==> config.mk <==
export PLATFORM = sky130hd
export DESIGN_NAME = sayeh_fetch_unit
export DESIGN_NICKNAME = d
export VERILOG_FILES = /design/src/rtl/sayeh_fetch_unit.sv
export SDC_FILE = /design/constraint.sdc
export NUM_CORES = 1
export LEC_CHECK = 0
export ABC_AREA = 1
export CAP_MARGIN = 20
export CORE_ASPECT_RATIO = 1.1
export CORE_MARGIN = 2
export CORE_UTILIZATION = 57
export CTS_CLUSTER_SIZE = 10
export DETAILED_ROUTE_END_ITERATION = 8
export PLACE_DENSITY = 0.85
export SLEW_MARGIN = 20
export SYNTH_ARGS = -nofsm -noshare
export SYNTH_HDL_FRONTEND = slang
export SYNTH_SLANG_ARGS = --single-unit
==> constraint.sdc <==
create_clock -name clk -period 6.7 [get_ports clk]
set_input_delay 0.67 -clock clk [delete_from_list [all_inputs] [get_ports clk]]
set_output_delay 0.67 -clock clk [all_outputs]
set_load 0.05 [all_outputs]
==> src/rtl/sayeh_fetch_unit.sv <==
// SAYEH instruction fetch / pre-decode unit: reads 16-bit words from
// memory, splits them into byte-coded instructions, hands them out.
//
// Parameters:
//   ADDR_W    word-address width of Addressbus and PC
//   RESET_PC  PC value loaded on reset
// Ports:
//   clk, ExternalReset         clock, async active-low reset
//   ReadMem, Addressbus        memory read request and word address
//   Databus, MemDataready      read data and acknowledge
//   pc_load, pc_value          redirect request and target
//   instr_valid, instr_ready   instruction handshake
//   instr_op/rd/rs/imm         opcode byte, its fields, immediate byte
//   instr_has_imm              instruction carries an immediate
//   instr_addr, instr_half     word address / byte lane of the opcode
//   illegal                    undefined opcode (trap build only)
// Build option:
//   SAYEH_FETCH_ILLEGAL_TRAP_EN  present bytes 0B-0F as illegal and halt
//                                after accept; otherwise they become nop.

module sayeh_fetch_unit #(
    parameter int                ADDR_W   = 16,
    parameter logic [ADDR_W-1:0] RESET_PC = '0
) (
    input  logic              clk,
    input  logic              ExternalReset,
    output logic              ReadMem,
    output logic [ADDR_W-1:0] Addressbus,
    input  logic [15:0]       Databus,
    input  logic              MemDataready,
    input  logic              pc_load,
    input  logic [ADDR_W-1:0] pc_value,
    output logic              instr_valid,
    input  logic              instr_ready,
    output logic [7:0]        instr_op,
    output logic [1:0]        instr_rd,
    output logic [1:0]        instr_rs,
    output logic [7:0]        instr_imm,
    output logic              instr_has_imm,
    output logic [ADDR_W-1:0] instr_addr,
    output logic              instr_half,
    output logic              illegal
);

`ifdef SAYEH_FETCH_ILLEGAL_TRAP_EN
    localparam logic TRAP_EN = 1'b1;
`else
    localparam logic TRAP_EN = 1'b0;
`endif

    typedef enum logic [2:0] {
        FETCH,
        PRESENT_HI,
        PRESENT_LO,
        FETCH_IMM,
        PRESENT_SPLIT,
        HALT
    } stateType;

    stateType          state;
    stateType          stateNxt;
    logic [ADDR_W-1:0] pc;
    logic [ADDR_W-1:0] pcNxt;
    logic [15:0]       word;
    logic [15:0]       wordNxt;
    logic [7:0]        splitOp;
    logic [7:0]        splitOpNxt;
    logic              dropPend;
    logic              dropNxt;

    logic              readMemNxt;
    logic [ADDR_W-1:0] addrBusNxt;
    logic              validNxt;
    logic [7:0]        opNxt;
    logic [7:0]        immNxt;
    logic              hasImmNxt;
    logic [ADDR_W-1:0] instrAddrNxt;
    logic              halfNxt;
    logic              illegalNxt;

    logic              readDone;
    logic              accept;
    logic [ADDR_W-1:0] pcInc;
    logic [7:0]        hiByte;
    logic [7:0]        loByte;

    function automatic logic isImm(input logic [7:0] b);
        return (b[7:4] == 4'hF) || (b >= 8'h07 && b <= 8'h0A);
    endfunction

    function automatic logic isUndef(input logic [7:0] b);
        return (b >= 8'h0B) && (b <= 8'h0F);
    endfunction

    function automatic logic isTrap(input logic [7:0] b);
        return TRAP_EN && isUndef(b);
    endfunction

    // Without the trap, undefined bytes are turned into nop here.
    function automatic logic [7:0] mapOp(input logic [7:0] b);
        return (!TRAP_EN && isUndef(b)) ? 8'h00 : b;
    endfunction

    assign readDone = ReadMem && MemDataready;
    assign accept   = instr_valid && instr_ready && !pc_load;
    assign pcInc    = pc + ADDR_W'(1);
    assign hiByte   = word[15:8];
    assign loByte   = word[7:0];
    assign instr_rd = instr_op[3:2];
    assign instr_rs = instr_op[1:0];

    always_ff @(posedge clk or negedge ExternalReset) begin
        if (!ExternalReset) begin
            state         <= FETCH;
            pc            <= RESET_PC;
            word          <= '0;
            splitOp       <= '0;
            dropPend      <= 1'b0;
            ReadMem       <= 1'b0;
            Addressbus    <= RESET_PC;
            instr_valid   <= 1'b0;
            instr_op      <= '0;
            instr_imm     <= '0;
            instr_has_imm <= 1'b0;
            instr_addr    <= '0;
            instr_half    <= 1'b0;
            illegal       <= 1'b0;
        end else begin
            state         <= stateNxt;
            pc            <= pcNxt;
            word          <= wordNxt;
            splitOp       <= splitOpNxt;
            dropPend      <= dropNxt;
            ReadMem       <= readMemNxt;
            Addressbus    <= addrBusNxt;
            instr_valid   <= validNxt;
            instr_op      <= opNxt;
            instr_imm     <= immNxt;
            instr_has_imm <= hasImmNxt;
            instr_addr    <= instrAddrNxt;
            instr_half    <= halfNxt;
            illegal       <= illegalNxt;
        end
    end

    always_comb begin
        stateNxt   = state;
        pcNxt      = pc;
        wordNxt    = word;
        splitOpNxt = splitOp;
        dropNxt    = dropPend;
        if (pc_load) begin
            // A read still in flight must finish on the bus; its data
            // is thrown away when it arrives.
            stateNxt = FETCH;
            pcNxt    = pc_value;
            dropNxt  = ReadMem && !MemDataready;
        end else begin
            unique case (state)
                FETCH: begin
                    if (readDone) begin
                        if (dropPend) begin
                            dropNxt = 1'b0;
                        end else begin
                            wordNxt  = Databus;
                            stateNxt = PRESENT_HI;
                        end
                    end
                end
                PRESENT_HI: begin
                    if (accept) begin
                        if (isImm(hiByte)) begin
                            pcNxt    = pcInc;
                            stateNxt = FETCH;
                        end else if (isTrap(hiByte)) begin
                            stateNxt = HALT;
                        end else begin
                            stateNxt = PRESENT_LO;
                        end
                    end
                end
                PRESENT_LO: begin
                    // Immediate opcode in the low lane: its operand is
                    // the high byte of the next word.
                    if (isImm(loByte)) begin
                        pcNxt      = pcInc;
                        splitOpNxt = loByte;
                        stateNxt   = FETCH_IMM;
                    end else if (accept) begin
                        if (isTrap(loByte)) begin
                            stateNxt = HALT;
                        end else begin
                            pcNxt    = pcInc;
                            stateNxt = FETCH;
                        end
                    end
                end
                FETCH_IMM: begin
                    if (readDone) begin
                        wordNxt  = Databus;
                        stateNxt = PRESENT_SPLIT;
                    end
                end
                PRESENT_SPLIT: begin
                    if (accept) begin
                        stateNxt = PRESENT_LO;
                    end
                end
                HALT: begin
                    stateNxt = HALT;
                end
                default: begin
                    stateNxt = FETCH;
                end
            endcase
        end
    end

    // Outputs are registered, so they are derived from the next state
    // and next datapath values.
    always_comb begin
        readMemNxt   = ((stateNxt == FETCH) || (stateNxt == FETCH_IMM))
                       && !readDone;
        addrBusNxt   = (ReadMem && !MemDataready) ? Addressbus : pcNxt;
        validNxt     = 1'b0;
        opNxt        = '0;
        immNxt       = '0;
        hasImmNxt    = 1'b0;
        instrAddrNxt = '0;
        halfNxt      = 1'b0;
        illegalNxt   = 1'b0;
        unique case (stateNxt)
            PRESENT_HI: begin
                validNxt     = 1'b1;
                opNxt        = mapOp(wordNxt[15:8]);
                hasImmNxt    = isImm(wordNxt[15:8]);
                immNxt       = hasImmNxt ? wordNxt[7:0] : 8'h00;
                instrAddrNxt = pcNxt;
                illegalNxt   = isTrap(wordNxt[15:8]);
            end
            PRESENT_LO: begin
                if (!isImm(wordNxt[7:0])) begin
                    validNxt     = 1'b1;
                    opNxt        = mapOp(wordNxt[7:0]);
                    instrAddrNxt = pcNxt;
                    halfNxt      = 1'b1;
                    illegalNxt   = isTrap(wordNxt[7:0]);
                end
            end
            PRESENT_SPLIT: begin
                validNxt     = 1'b1;
                opNxt        = splitOpNxt;
                immNxt       = wordNxt[15:8];
                hasImmNxt    = 1'b1;
                instrAddrNxt = pcNxt - ADDR_W'(1);
                halfNxt      = 1'b1;
            end
            default: begin
                validNxt = 1'b0;
            end
        endcase
    end

endmodule

Word-level counts from Yosys, hierarchy flattened. Index checks and enable logic that the tools add are counted.

Multiplexer cells: 39. Magnitude comparators: 12. Equal/unequal tests: 13. Reductions and logical operators: 25. Add/sub/neg operators: 2.

Operators by type and width (number): 16-bit 2-to-1 mux (10); 16-bit one-hot mux with 2 select lines (2); 8-bit 2-to-1 mux (7); 8-bit by 4-bit <= comparator with 1-bit output, second input constant (6); 16-bit one-hot mux with 3 select lines (1); 8-bit by 3-bit >= comparator with 1-bit output, second input constant (4); 3-bit 2-to-1 mux (8); 8-bit one-hot mux with 3 select lines (1); 3-bit one-hot mux with 6 select lines (1); 16-bit by 1-bit adder with 16-bit output, second input constant (1); 4-bit == test, second input constant (4); 8-bit by 4-bit >= comparator with 1-bit output, second input constant (2); 8-bit one-hot mux with 2 select lines (1); 16-bit by 1-bit subtractor with 16-bit output, second input constant (1); 3-bit by 2-bit == test with 1-bit output, second input constant (4); 1-bit logical AND (11); 3-bit == test, second input constant (3); 3-bit by 1-bit == test with 1-bit output, second input constant (2); 3-bit zero test (2); 1-bit one-hot mux with 2 select lines (3); 1-bit logical OR (5); 1-bit 2-to-1 mux (4); 2-bit nonzero test (2); 1-bit zero test (3); 3 further kinds (3).

Output and inout bits: 57. Word-level logic and storage cells: 104. Register bits: 96. Input bits: 37.

Depth between registers and ports, before layout. Gate-level depths: netlist of run 1.

Depth in word-level cells: 10. Depth in mapped cells: 22. Gate-level depth less buffers: 22.

Worst setup path after synthesis of run 1. Ideal clock, no wire load.

Kind: register -> register. From: register instr_valid. To: register instr_addr[10]. Slack: 4.131 ns. Setup time: 0.117 ns. Required time: 6.583 ns. Clock period less this slack: 2.569 ns. Data arrival time: 2.452 ns. Path buffers: 0. Cell stages (with the launch flop): 21. Cell sequence: dfrtp_1 nand2_1 nor2_4 inv_2 nor2_4 nand2_2 nand2_4 inv_1 nand2_1 nand2_1 o21ai_2 ha_1 nand2_2 inv_1 nand2_1 nor2_1 nand2_1 nor2_2 nand3_2 nand2_1 nand2_1.

Word-level cells in the longest chain between the ends: 8. Elaborated cells on any way between the ends: 19. Those cells by class: 1 x add/sub; 3 x eq/ne; 13 x mux; 2 x reduce/logical.

Ends and longest elaborated chain: start: declaration (line 33) `output logic instr_valid,`; start signal: assignment (line 136) `instr_valid <= validNxt;`; 1-bit logical AND (*) (2 in a row) (line 105) `assign accept = instr_valid && instr_ready && !pc_load;`; 16-bit 2-to-1 mux or 3-bit 2-to-1 mux (tied branches) (line 189) `end else if (accept) begin`; 16-bit 2-to-1 mux or 3-bit 2-to-1 mux (tied branches) (line 185) `if (isImm(loByte)) begin`; 16-bit one-hot mux with 2 select lines or 3-bit one-hot mux with 6 select lines (tied branches) (line 159) `unique case (state)`; 16-bit 2-to-1 mux or 3-bit 2-to-1 mux (tied branches) (line 152) `if (pc_load) begin`; 16-bit by 1-bit subtractor with 16-bit output (tied with other cells) (line 255) `instrAddrNxt = pcNxt - ADDR_W'(1);`; 16-bit one-hot mux with 3 select lines (*) (line 232) `unique case (stateNxt)`; net instrAddrNxt[10] (line 77) `logic [ADDR_W-1:0] instrAddrNxt;`; end signal: assignment (line 140) `instr_addr <= instrAddrNxt;`; end: declaration (line 40) `output logic [ADDR_W-1:0] instr_addr,`.

The timed path passes the listed nets; every way through them passes the cells marked *. A chain may end at the register's enable or synchronous reset.

Worst setup path after layout of run 1.
From: input port pc_load. To: register instr_addr[10].

Word-level cells in the longest chain between the ends: 8. Elaborated cells on any way between the ends: 25. Those cells by class: 1 x add/sub; 2 x order compare; 4 x eq/ne; 14 x mux; 4 x reduce/logical.

Ends and longest elaborated chain: start: declaration (line 31) `input logic pc_load,`; 1-bit zero test (line 105); 1-bit logical AND (line 105); 16-bit 2-to-1 mux or 3-bit 2-to-1 mux (tied branches) (line 189); 16-bit 2-to-1 mux or 3-bit 2-to-1 mux (tied branches) (line 185); 16-bit one-hot mux with 2 select lines or 3-bit one-hot mux with 6 select lines (tied branches) (line 159); 16-bit 2-to-1 mux or 3-bit 2-to-1 mux (tied branches) (line 152); 16-bit by 1-bit subtractor with 16-bit output (tied with other cells) (line 255); 16-bit one-hot mux with 3 select lines (*) (line 232); net instrAddrNxt[10] (line 77).

Marks and branches as above.

==> results of run 1 <==
-- cell usage after synthesis, types with 2 or more instances --
cell      number  share of area, %
inv_1         75               5.3
nor4_1         2              0.24
a21oi_1        9              0.85
xor2_1         2              0.33
buf_2          5              0.47
nand3_2        5              0.94
nor2_4         4              0.85
dfrtp_1       96                45
clkbuf_1       5              0.35
nand3_1       75               7.1
ha_1           2              0.47
inv_2          9              0.64
nand4_1       14               1.6
buf_4          6              0.85
nand2_1      219                15
inv_4          2              0.24
buf_6          5               1.1
o21ai_1        6              0.56
nand2_2       20               2.4
o211ai_1       2              0.28
nand2_4        5               1.1
or2_2          4              0.47
a32o_1         3              0.56
nand3b_1       3              0.42
nor2_2         7              0.82
o21ai_2        4              0.66
a31oi_1        3              0.35
o21bai_1       2              0.28
o22ai_1        4              0.47
o21ai_0       32               3.0
nor2_1        50               3.5
nor3_1         8              0.75
-- final timing paths --
path	start	end	cells after the start	slack [ns]
hold reg to reg	splitOp[5]	splitOp[5]	2	0.48
hold / removal	ExternalReset	pc[11]	1	0.25
setup / recovery	pc_load	instr_addr[10]	20	3.04
max in group asynchronous	ExternalReset	instr_op[0]	2	5.29
setup reg to reg	word[13]	instr_addr[10]	21	3.77
min in group clk	splitOp[5]	splitOp[5]	2	0.48
-- registers in the layout, summed over array words and instances (netlist names) --
name and flops:
word 16, pc 16, instr_imm 8, instr_valid 1, instr_half 1, ReadMem 1
Addressbus 16, instr_addr 16, state 3, instr_has_imm 1, splitOp 8, instr_op 8
dropPend 1
-- cells by family after synthesis --
group                      after synthesis  synth area share [%]
other                                    1                0.0705
xor gates and xnor gates                 2                 0.330
AOI/OAI and AO/OA                       69                  7.65
DFF                                     96                  45.2
buffers and inverters                  109                  9.25
adders and majority gates                2                 0.471
and+or+nand+nor                        422                  37.0
-- final cells by class --
cell class	count	area [sq um]
inverter	87	332
timing repair buffer	96	948
tap	114	143
clock buffer	10	138
multi-input combinational	496	2420
fill	728	2500
clock inverter	6	75.1
sequential	96	2400
-- routing by layer --
metal | vias to the layer above | GRT usage (%) | part of all wire (%)
met5 | - | 0 | 0
met4 | 0 | 15.3 | 4.8
met3 | 50 | 5.36 | 6.4
met2 | 240 | 53.8 | 51
met1 | 2305 | 37.2 | 38
li1 | 2408 | - | -
-- worst max-delay path, stage by stage --
cell	delay [ns]
clkdlybuf4s50_1	0.82
nor2_4	0.33
inv_2	0.10
nor2_4	0.10
nand2_2	0.11
nand2_4	0.24
inv_1	0.11
nand2_1	0.07
nand2_1	0.06
o21ai_2	0.28
ha_1	0.24
nand2_2	0.08
inv_1	0.08
nand2_1	0.05
nor2_1	0.16
nand2_1	0.11
nor2_2	0.13
nand3_2	0.07
nand2_1	0.06
nand2_1	0.04
-- per-stage QoR --
step                      cells  hold slack [ns]  utilization [%]  worst slack, ns
after detailed placement    889            0.458             69.7             2.74
after global routing        905            0.274             72.1             2.83
after global placement      889            0.460             69.7             2.82
final                       905            0.249             72.1             3.04
after floorplan             701            0.374                -             4.13
after CTS                   905            0.250             72.1             3.11
-- power breakdown --
part           total (W)  leakage [nW]  internal [W]  switching (W)
clock           0.000407         0.111      0.000189       0.000217
sequential      0.000769          1.24      0.000687      0.0000822
combinational   0.000779          1.90      0.000236       0.000543
total            0.00195          3.25       0.00111       0.000842
==> run metrics, run 1 <==
first-pass GRT wire length=around 24000 microns; Post-CTS Resized=0; initial antenna violation count=0; Tot Pwr=0.00195 W; Post-synth EDFFs=0; hold buffer count at CTS=0; worst hold path class=in2async; Core Footprint=roughly 0.009 sq mm; ANT nets after route=0; GRT Util Overall=31.3%; RSZ-0062 raised after global routing=no; Worst-Skew Late Latency=0.38 ns; Die Span Y=105 microns; maximum VDD drop=around 220 uV; Detailed Place HPWL=between 10000 and 15000 microns; Period minus WS final=about 3.7 ns; crit start category=input pin; CP Capture Type=register; final period utilization=a little over half; Post-Route WL=between 15000 and 20000 microns; largest net degree at the start of global routing=64; DR iter-0 viols=between 200 and 300; Crit Path Class=in2reg; Final Cell Area=between 0.006 and 0.007 sq mm; grt total ovfl=0; # setup viols final=0; highest clock rate=273 MHz; layout cells sized above 1=between 10% and 20%; die width=96.1 microns; P&R area growth vs syn=21.5%; clock sinks=96; Post-Syn Area=0.00532 sq mm; TritonCTS Buffers=9; Yosys warning count=0; max_slew headroom=~46%; max-cap violation count=0; cell row count=36; DR WL/cell=16.7 microns; LEAKAGE=between 3 and 4 nW; Final Hold Vio Count=0; Req. time, crit path=between 6 and 7 ns; Synth cell types=45; clk root buf=clkbuf_8; CTS clk-pin slew, worst paths=about 0.10 ns; Seq/Total Area, Yosys=a little under half; drt pass-1 iters=5; CTS tree=yes; syn nets=740; async set or reset register ratio after synthesis=between 90% and 100%; pwr/cell area=approximately 300 mW/mm^2; # diodes=0; clk_skew=between 0.007 and 0.008 ns; CP Data Arrival Time=3.93 ns; Area after DPL=0.00625 sq mm; Mapped Cells=701; CTS HTree Levels=3; RD Place Congestion=roughly 0.93; I/O pin count=94; Post-CTS Setup Inserts=0; via count=between 5000 and 6000; worst slew pin tran=between 0.8 and 0.9 ns; critical path fanouts, max=23; detailed-route vias per instance=between 5 and 6; #FFs+latches synth=96; Synth Area per Inst=roughly 7.6 sq um; clk buf depth=2; nets=825; most frequent cells in the layout=nand2_1, dfrtp_1, clkdlybuf4s50_1, inv_1, nand3_1; number of global-route vias before repair=between 4000 and 5000; IO buf count=92; Synth Flop Type=dfrtp_1; setup TNS=0 ns; status=completed; max-slew violations=0; commonest non-fill, non-tap cell in the layout=nand2_1; Initial Util=59.3%; # DRC=0; die area=0.0101 sq mm
Power figures use the tool's default switching activity.
==> run 2, diff against run 1 <==
--- a/config.mk
+++ b/config.mk
@@ -9,10 +9,10 @@
 export CAP_MARGIN = 20
 export CORE_ASPECT_RATIO = 1.1
 export CORE_MARGIN = 2
-export CORE_UTILIZATION = 57
+export CORE_UTILIZATION = 48
 export CTS_CLUSTER_SIZE = 10
 export DETAILED_ROUTE_END_ITERATION = 8
-export PLACE_DENSITY = 0.85
+export PLACE_DENSITY = 0.77
 export SLEW_MARGIN = 20
 export SYNTH_ARGS = -nofsm -noshare
 export SYNTH_HDL_FRONTEND = slang
==> constraint.sdc (replaced) <==
create_clock -name clk -period 3.3 [get_ports clk]
set_input_delay 0.33 -clock clk [delete_from_list [all_inputs] [get_ports clk]]
set_output_delay 0.33 -clock clk [all_outputs]
set_load 0.05 [all_outputs]
==> run metrics, run 2 (synthesis results as in run 1) <==
detailed-route vias per instance=around 5.3; final period utilization=between 80% and 90%; Area after DPL=0.00633 sq mm; RD Place Congestion=0.907; Post-Route WL=about 14000 microns; top routing layer used=met4; Worst Reg-to-Reg Cells=19; Final Hold Vio Count=0; CTS tree=yes; Die Span Y=114 microns; via count=4979; DR iter-0 viols=~210; number of global-route vias before repair=~5000; status=completed; cell row count=40; grt total ovfl=0; # DRC=0; reg2reg end=instr_addr[14]; met2 routed WL=7500 microns; Crit Path Class=in2reg; critical path fanouts, max=23; NetSw=approximately 0.0017 W; internal power=0.00249 W; highest clock rate=around 370 MHz; nets=between 800 and 900; Metal-1 WL=between 5000 and 6000 microns; RSZ-0062 raised after global routing=no; pwr/cell area=approximately 630 mW/mm^2; setup TNS=0 ns; CP Data Arrival Time=between 2 and 3 ns; CTS clk-pin slew, worst paths=~0.070 ns; Reg power frac=36.8%; Min Hold Slack=0.0292 ns; commonest non-fill, non-tap cell in the layout=nand2_1; P&R area growth vs syn=25.0%; TritonCTS Buffers=9; Req. time, crit path=roughly 3.5 ns; max_slew headroom=a little under half; crit start category=input pin; # diodes=0; most frequent cells in the layout=nand2_1, dfrtp_1, clkdlybuf4s50_1, inv_1, nand3_1; hold buffer count at CTS=0; Final Cell Area=around 0.0066 sq mm; worst hold path class=in2async; Comb pwr share=between 30 and 40%; Clock Power Share=25.7%; worst slew pin tran=around 0.78 ns; clk_skew=0.00488 ns; CP Cell Sequence=clkdlybuf4s50_1, nand2_1, nor2_4, inv_2, nor2_4, nand2_2, nand2_4, inv_1, nand2_1, nand2_1, o21ai_2, ha_1, nand2_2, nor2_4, nand2_1, nor2_1, nand3_1, nand3_1, nand2_1; Post-CTS Setup Inserts=0; CP Capture Type=register; CTS HTree Levels=3; LEAKAGE=between 3 and 4 nW; IO buf count=92; FF-to-FF setup slack=0.60 ns; initial antenna violation count=0; Detailed Place HPWL=approximately 11000 microns; layout cells sized above 1=11.5%; max-slew violations=0; Slowest-stage cell, CP=clkdlybuf4s50_1; Initial Util=between 40 and 50%; largest net degree at the start of global routing=61; clock sinks=96; Core Footprint=roughly 0.011 sq mm; Crit path top cell by count=nand2_1; Sw Ratio=between 40% and 50%; Worst-Skew Late Latency=0.35 ns; clk root buf=clkbuf_16; maximum VDD drop=roughly 330 uV; Period minus WS final=2.74 ns; Met3 Wirelength=just under 700 microns; ANT nets after route=0; DR WL/cell=15.2 microns; die width=between 100 and 150 microns; drt pass-1 iters=5; first-pass GRT wire length=~24000 microns; Post-CTS Resized=0; # setup viols final=0; worst r2r src=word[15]; die area=approximately 0.012 sq mm; I/O pin count=94; clk buf depth=2; max-cap violation count=0; Critical Path Start=instr_ready; slowest stage delay, CP=0.45 ns; GRT Util Overall=approximately a quarter
## run 2: cell types whose count changed in the layout (fill, tap and decap cells not counted)
cell        change
inv_6           +2
inv_8           -2
clkbuf_8       -10
clkbuf_16       +9
clkinv_8        +1
clkinvlp_4      +1
buf_4           +6
clkinv_2        -1
## run 2: cell type report
class,instances,area [sq um]
Clock buffer,9,225
Fill cell,1015,4210
Clock inverter,7,88.8
Multi-Input combinational cell,496,2420
Inverter,87,332
Sequential cell,96,2400
Tap cell,147,184
Timing Repair Buffer,102,993
## run 2: how the worst max path moves through the flow
| stage | endpoint | slack, ns | depth (start not counted) |
|---|---|---|---|
| 3_5_place_dp | instr_addr[14] | 0.23 | 19 |
| 3_3_place_gp | instr_addr[10] | 0.31 | 21 |
| 5_1_grt | instr_addr[14] | 0.26 | 20 |
| 6_report | instr_addr[14] | 0.56 | 19 |
| 2_1_floorplan | instr_addr[10] | 0.73 | 20 |
| 4_1_cts | instr_addr[10] | 0.58 | 21 |
## run 2: metrics by stage
stage | util [%] | power [W] | worst slack (ns) | cells
after floorplan | - | 0.00262 | 0.731 | 701
after global placement | 58.3 | 0.00311 | 0.308 | 928
after detailed placement | 58.3 | 0.00313 | 0.235 | 928
after CTS | 61.2 | 0.00422 | 0.577 | 944
after global routing | 61.2 | 0.00443 | 0.258 | 944
final | 61.2 | 0.00420 | 0.564 | 944
## run 2: critical path, delay by kind of cell
kind,cells,cell delay [ns]
compound gates,1,0.15
fa+ha+maj,1,0.21
buf+inv,3,0.66
simple gates,14,1.60
## run 2: per-layer routing
metal	up-vias	global-route usage [%]
met4	0	9.37
met2	172	46.3
met3	25	3.36
met1	2364	30.3
li1	2418	-
met5	-	0
## run 2: power groups by stage
stage	Clock [W]	Combinational [W]	Sequential, W
final	0.00108	0.00157	0.00155
after global routing	0.00115	0.00171	0.00157
after detailed placement	0	0.00156	0.00157
after global placement	0	0.00155	0.00156
after floorplan	0	0.000753	0.00187
after CTS	0.00110	0.00157	0.00154
==> run 3, diff against run 2 <==
--- a/config.mk
+++ b/config.mk
@@ -9,10 +9,10 @@
 export CAP_MARGIN = 20
 export CORE_ASPECT_RATIO = 1.1
 export CORE_MARGIN = 2
-export CORE_UTILIZATION = 48
+export CORE_UTILIZATION = 53
 export CTS_CLUSTER_SIZE = 10
 export DETAILED_ROUTE_END_ITERATION = 8
-export PLACE_DENSITY = 0.77
+export PLACE_DENSITY = 0.8
 export SLEW_MARGIN = 20
 export SYNTH_ARGS = -nofsm -noshare
 export SYNTH_HDL_FRONTEND = slang
==> constraint.sdc (replaced) <==
create_clock -name clk -period 2.84 [get_ports clk]
set_input_delay 0.284 -clock clk [delete_from_list [all_inputs] [get_ports clk]]
set_output_delay 0.284 -clock clk [all_outputs]
set_load 0.05 [all_outputs]
==> run metrics, run 3 (synthesis results as in run 1) <==
CTS HTree Levels=3; worst hold path class=in2async; Min Hold Slack=around 0.40 ns; CP Data Arrival Time=2.97 ns; DR iter-0 viols=~260; Die Span Y=between 100 and 150 microns; max-cap violation count=0; Worst Path Buf+Inv=0; CP Cell Sequence=ha_1, nand3_1, nor2_2, nand3_1, nor2_1, nand2_1, nor2_2, nand3_1, nand3_1, nand2_2, nor2_1, nand2_1, nor2_1, nand2_1, nand2_1, nand3_1, nand2_1; nets=roughly 850; worst slew pin tran=between 0.6 and 0.7 ns; highest clock rate=between 300 and 400 MHz; final worst slack=~0.19 ns; final period utilization=between 90% and 100%; CP Capture Type=register; Initial Util=a little over half; status=completed; max-slew violations=0; maximum VDD drop=around 510 uV; cell row count=38; Period minus WS final=roughly 2.6 ns; RD Place Congestion=around 0.94; max_slew headroom=between 50% and 60%; Detailed Place HPWL=approximately 12000 microns; TritonCTS Buffers=9; LEAKAGE=3.33 nW; layout cells sized above 1=13.2%; Critical Path Start=pc[1]; Final Hold Vio Count=0; largest net degree at the start of global routing=38; Top delay family on crit path=simple AND/OR/NAND/NOR gates; initial antenna violation count=0; Crit Path Class=reg2reg; Final Instance Count excl. Fillers=932; clock sinks=96; worst r2r src=pc[1]; detailed-route vias per instance=around 5.4; most frequent cells in the layout=nand2_1, dfrtp_1, clkdlybuf4s50_1, inv_1, nand3_1; crit start category=register; Slowest-stage cell, CP=dfrtp_1; critical path fanouts, max=6; Placed Instances=915; RSZ-0062 raised after global routing=no; number of global-route vias before repair=around 5000; drt pass-1 iters=7; # DRC=0; CTS tree=yes; IO buf count=slightly above 90; pwr/cell area=between 600 and 700 mW/mm^2; die width=~99 microns; ANT nets after route=0; via count=slightly above 5000; Post-CTS Resized=0; clk buf depth=2; GRT Util Overall=between 20% and 30%; clk root buf=clkbuf_8; Post-Route WL=15100 microns; P&R area growth vs syn=24.5%; grt total ovfl=0; Worst-Skew Late Latency=roughly 0.38 ns; Req. time, crit path=between 3 and 4 ns; CTS clk-pin slew, worst paths=roughly 0.1 ns; Setup Slack @ Placement=-0.0274 ns; # setup viols final=0; DR WL/cell=~16 microns; I/O pin count=94; slowest stage delay, CP=~0.44 ns; commonest non-fill, non-tap cell in the layout=nand2_1; Core Footprint=about 0.01 sq mm; # diodes=0; die area=0.0108 sq mm; clk_skew=0.00787 ns; first-pass GRT wire length=roughly 24000 microns
-- run 3: report_power, final --
| group | switching [W] | internal, W |
|---|---|---|
| logic | 0.00130 | 0.000624 |
| clock network | 0.000545 | 0.000334 |
| registers | 0.000178 | 0.00162 |
| total | 0.00202 | 0.00258 |
-- run 3: worst reg2reg max path, delay by kind of cell (launching register included) --
kind | cells | cell delay [ns]
flip-flops | 1 | 0.44
adder cells (fa/ha/maj) | 1 | 0.22
AND/OR/NAND/NOR | 16 | 1.94
-- run 3: worst paths after layout --
kind                                  endpoint  slack, ns  depth (start not counted)
worst max-delay path            instr_addr[15]       0.19                         17
worst max register to register  instr_addr[15]       0.19                         17
worst min-delay path                    pc[13]       0.40                          2
worst min register to register      splitOp[6]       0.48                          2
max in group asynchronous              word[0]       1.66                          3
min in group clk                    splitOp[6]       0.48                          2
-- run 3: per-layer routing --
metal  part of all wire, %  vias up  wire [microns]  track usage [%]
met3                   5.2       41             787             5.45
met2                    52      195            7920             52.3
met1                    39     2352            5900             33.5
met5                     0        -               0                0
met4                   3.5        0             532             13.9
li1                      -     2448               -                -
-- run 3: per-stage QoR --
step	TNS [ns]	util, %	instance area (sq um)	power [W]
after CTS	0	67.6	6620	0.00460
after floorplan	0	-	5320	0.00305
final	0	67.6	6620	0.00460
after detailed placement	-0.0602	65.5	6420	0.00373
after global routing	0	67.6	6620	0.00483
after global placement	0	65.5	6420	0.00370
-- run 3: layout make-up --
cell class	instances	area, sq um
tap	120	150
clock buffer	9	124
clock inverter	7	66.3
sequential	96	2400
timing repair buffer	117	1120
inverter	87	332
fill	857	3170
multi-input combinational	496	2420
-- run 3: what timing repair did --
item / 4_1_cts / 5_1_grt
buffers inserted: 0 / 0
setup endpoints to repair: 0 / 0
hold endpoints to repair: 35 / 0
hold buffers: 1 / 0
